**config.mk**
```make
export PLATFORM = sky130hd
export DESIGN_NAME = gcd_control
export DESIGN_NICKNAME = d
export VERILOG_FILES = /design/src/rtl/gcd_control.sv
export SDC_FILE = /design/constraint.sdc
export NUM_CORES = 1
export LEC_CHECK = 0
export BUFFER_PORTS_ARGS = -buffer_cell sky130_fd_sc_hd__buf_2
export CAP_MARGIN = 25
export CORE_AREA = 2 2 39 41
export CTS_CLUSTER_DIAMETER = 120
export DETAILED_ROUTE_END_ITERATION = 7
export DIE_AREA = 0 0 41 43
export PLACE_DENSITY = 0.73
export SLEW_MARGIN = 30
export SYNTH_ARGS = -nofsm -noshare
export SYNTH_HDL_FRONTEND = slang
export SYNTH_SLANG_ARGS = --single-unit
```
**constraint.sdc**
```tcl
create_clock -name clk -period 4.25 [get_ports clk]
set_input_delay 0.2125 -clock clk [delete_from_list [all_inputs] [get_ports clk]]
set_output_delay 0.2125 -clock clk [all_outputs]
set_load 0.05 [all_outputs]
```
**src/rtl/gcd_control.sv**
```systemverilog
// gcd_control: sequencing FSM for the subtractive GCD datapath with busy/done/err reporting
module gcd_control #(
    parameter int W        = 4,
    parameter int MAX_ITER = 15
) (
    input  logic         clk,
    input  logic         rst,
    input  logic         start,
    input  logic [W-1:0] xin,
    input  logic [W-1:0] yin,
    input  logic         ltflag,
    input  logic         eqflag,
    output logic         xsel,
    output logic         ysel,
    output logic         xld,
    output logic         yld,
    output logic         gld,
    output logic         busy,
    output logic         done,
    output logic         err,
    output logic [W:0]   iter_cnt
);
    localparam logic [W:0] MAX = (W+1)'(MAX_ITER);

    typedef enum logic [1:0] {IDLE = 2'd0, LOAD = 2'd1, RUN = 2'd2, DONE = 2'd3} state_t;

    state_t     r_state, w_next;
    logic       r_err;
    logic [W:0] r_cnt;
    logic       w_clr, w_inc, w_set;

    // next state and strobes; the RUN branch is Mealy on the datapath flags, bound checked before subtracting
    always_comb begin
        w_next = r_state;
        xsel   = 1'b0;
        ysel   = 1'b0;
        xld    = 1'b0;
        yld    = 1'b0;
        gld    = 1'b0;
        w_clr  = 1'b0;
        w_inc  = 1'b0;
        w_set  = 1'b0;
        case (r_state)
            IDLE: if (start) begin
                w_clr  = 1'b1;
                w_set  = (xin == '0) || (yin == '0);
                w_next = w_set ? DONE : LOAD;
            end
            LOAD: begin
                xsel   = 1'b1;
                ysel   = 1'b1;
                xld    = 1'b1;
                yld    = 1'b1;
                w_next = RUN;
            end
            RUN: if (eqflag) begin
                gld    = 1'b1;
                w_next = DONE;
            end else if (r_cnt == MAX) begin
                w_set  = 1'b1;
                w_next = DONE;
            end else begin
                yld    = ltflag;
                xld    = ~ltflag;
                w_inc  = 1'b1;
            end
            DONE:    w_next = IDLE;
            default: w_next = IDLE;
        endcase
    end

    // state register
    always_ff @(posedge clk or posedge rst) begin
        if (rst) r_state <= IDLE;
        else     r_state <= w_next;
    end

    // subtraction counter and sticky error; error set wins over the clear of an accepted start
    always_ff @(posedge clk or posedge rst) begin
        if (rst) begin
            r_cnt <= '0;
            r_err <= 1'b0;
        end else begin
            if (w_clr)      r_cnt <= '0;
            else if (w_inc) r_cnt <= r_cnt + 1'b1;
            if (w_set)      r_err <= 1'b1;
            else if (w_clr) r_err <= 1'b0;
        end
    end

    assign busy     = (r_state == LOAD) || (r_state == RUN);
    assign done     = (r_state == DONE);
    assign err      = r_err;
    assign iter_cnt = r_cnt;
endmodule
```
==> metrics.md <==
| Metric | Value |
|---|---|
| Unique masters post-synth | 24 |
| Initial antenna violation count | 0 |
| Tcrit/Tclk final | 0.589 |
| Total Routing Usage GR | 0.154 |
| Vias in the first global route | 460 |
| Die ar. | 1760 sq um |
| CTS HTree Levels | 1 |
| Share of Yosys cell area claimed by the top area cell type | 0.385 |
| Worst hold path cell count | 4 |
| Cell taking the most area after synthesis | dfrtp_1 |
| DR pass1 iterations | 4 |
| Syn avg cell area | 8.82 sq um |
| CTS tree | built |
| Post-CTS Resized | 0 |
| Multiplexer share of the synthesized area | 0 |
| Seq/Total Area, Yosys | 0.385 |
| Clk pin slew, worst setup/hold paths | 0.06 ns |
| Routed WL | 1110 microns |
| Final GP Congestion | 0.673 |
| Clk buf depth | 2 |
| Clock sinks | 8 |
| Slowest CP cell | or3b_1 |
| Ys Warns | 0 |
| Synthesized Nets | 78 |
| CP Capture Type | primary output |
| Synth Flop Type | dfrtp_1 |
| Share of layout cells above drive strength 1 | 0.337 |
| Total grt overflow | 0 |
| Initial Utilization | 0.376 |
| Detail-routed net length per standard cell | 10.9 microns |
| Final nets | 107 |
| CP required | 4.04 ns |
| Skew final | 0.00495 ns |
| Layout fillers | 137 |
| Final hold slack | 0.283 ns |
| Floorplan Core Area | 1380 sq um |
| # diodes | 0 |
| Post-DP HPWL | 898 microns |
| Max Fanout on Critical Path | 9 |
| Max-slew headroom | 0.759 |
| DRC viols | 0 |
| Io pins | 26 |
| Die X | 41 microns |
| Chip height | 43 microns |
| Simple-Gate Fraction of Synth Area | 0.224 |
| Clock Latency Late Sink | 0.26 ns |
| Maxcap violations | 0 |
| Synth Cell Area | 520 sq um |
| Seq cells post-synth | 8 |
| FF-to-FF path depth | 6 |
| Crit Path Category | reg2out |
| ANT nets after route | 0 |
| Max frequency | 0.399 GHz |
| DR vias/cell | 5.04 |
| Worst EP arrival | 2.29 ns |
| Synth Area in Compound Gates | 0.163 |
| Top cells by area, synth | dfrtp_1 (38%), ha_1 (14%), a21oi_1 (5.8%) |
| Slowest Stage Delay on Critical Path | 0.52 ns |
| Fin. Hold Viols | 0 |
| Status | complete, no violations |
| Iter 0 DRT Violations | 6 |
| Async set-or-reset flop fraction in the synthesized netlist | 1.00 |
| Worst-margin pin slew | 0.360 ns |
| Post-synth EDFFs | 0 |
| Area Overhead vs Synth | 31.7% |
| Worst setup SP type | flip-flop |
| Synthesized-area fraction occupied by adder cells | 0.144 |
| Core Rows | 14 |
| Min Tclk post-route | 2.51 ns |
| Synth Instances | 59 |
| Clock buffer count from CTS | 3 |
| Root buffer cell | clkbuf_4 |
| Largest family of logic cells by synthesized area | simple AND/OR/NAND/NOR gates |
| RSZ-0062 raised after global routing | no |
| Post-synthesis xor/xnor area fraction | 0.0168 |
| Non-filler cells, final | 102 |
| Vias post-DR | 514 |
| Setup violations, final | 0 |
| Largest net degree at the start of global routing | 10 |
| PortBufs | 25 |
| Setup TNS | 0 ns |
| Hold crit path type | in2reg |
| Most frequent CP cell | ha_1 |
| Final instance area | 686 sq um |
| Slew Limit Fails | 0 |
| First-pass GRT wire length | 1800 microns |
| Worst path cell trace | ha_1, and3_1, ha_1, or3b_1, nor2_1, o21a_1, buf_2 |
| Placed Cells | 98 |
| Area after DPL | 653 sq um |
[layout make-up]
type,count,area (sq um),share of cell area
clock buffers,3,22.5,0.0328
inverters,6,22.5,0.0328
multi-input cells,43,285,0.416
flip-flops and latches,8,200,0.292
well taps,16,20.0,0.0292
repair buffers,26,135,0.197
[path summary, 6_finish.rpt]
path / start / end / slack [ns]
worst max-delay path: iter_cnt[0]$_DFFE_PP0P_ / xld / 1.74
worst min register to register: err$_DFFE_PP0P_ / err$_DFFE_PP0P_ / 0.50
worst max register to register: iter_cnt[0]$_DFFE_PP0P_ / iter_cnt[3]$_DFFE_PP0P_ / 2.11
max in group asynchronous: rst / iter_cnt[2]$_DFFE_PP0P_ / 3.58
min in group asynchronous: rst / iter_cnt[1]$_DFFE_PP0P_ / 0.44
worst min-delay path: start / err$_DFFE_PP0P_ / 0.28
[routing by layer]
layer  global-route usage  share of wire
met2                0.219           0.46
met4                0.133          0.034
met3               0.0366          0.060
met1                0.182           0.45
met5                    0              0
[stage by stage]
stage                util  worst slack [ns]
finish              0.495              1.74
CTS                 0.495              1.73
detailed placement  0.472              2.03
floorplan               -              1.66
global placement    0.472              2.05
global route        0.495              1.60
[flip-flops by register name, summed over array words and instances (netlist names)]
| name | count |
|---|---|
| err | 1 |
| r_state | 2 |
| iter_cnt | 5 |
[synthesized netlist by cell type, types with 2 or more instances]
| cell | number |
|---|---|
| dfrtp_1 | 8 |
| a21oi_1 | 6 |
| ha_1 | 6 |
| inv_1 | 6 |
| nor2_1 | 5 |
| nand2_1 | 4 |
| o21ai_0 | 3 |
| and2_1 | 2 |
| nor4_1 | 2 |
| o21ai_1 | 2 |
| or3_1 | 2 |
[layout by cell type (no fill, tap or decap), types with 2 or more instances in the layout]
cell type,count
inv_1,6
o21ai_0,3
buf_2,25
ha_1,6
nor4_1,2
and2_1,2
o21ai_1,2
dfrtp_1,8
or3_1,2
nand2_1,4
a21oi_1,6
nor2_1,5
clkbuf_4,3
[worst max-delay path: cells and delay by family, from the launching register on]
| kind | cells | cell delay (ns) |
|---|---|---|
| AOI/OAI and AO/OA | 1 | 0.11 |
| adders and majority gates | 2 | 0.42 |
| buffers and inverters | 1 | 0.25 |
| DFF | 1 | 0.41 |
| and+or+nand+nor | 3 | 0.83 |
[kinds of logic (layout without fill, tap and decap cells)]
| kind of cell | after synthesis | in the layout |
|---|---|---|
| adders and majority gates | 6 | 6 |
| DFF | 8 | 8 |
| xor gates and xnor gates | 1 | 1 |
| and+or+nand+nor | 21 | 21 |
| buffers and inverters | 8 | 35 |
| AOI/OAI and AO/OA | 15 | 15 |
[timing repair]
item | CTS | global route
buffers inserted | 0 | 0
setup endpoints to repair | 0 | 0
hold buffers | 1 | 0
hold endpoints to repair | 8 | 0
Power is not shown: default switching activity piles up to over one toggle a cycle in this logic, so the estimate is an artifact.
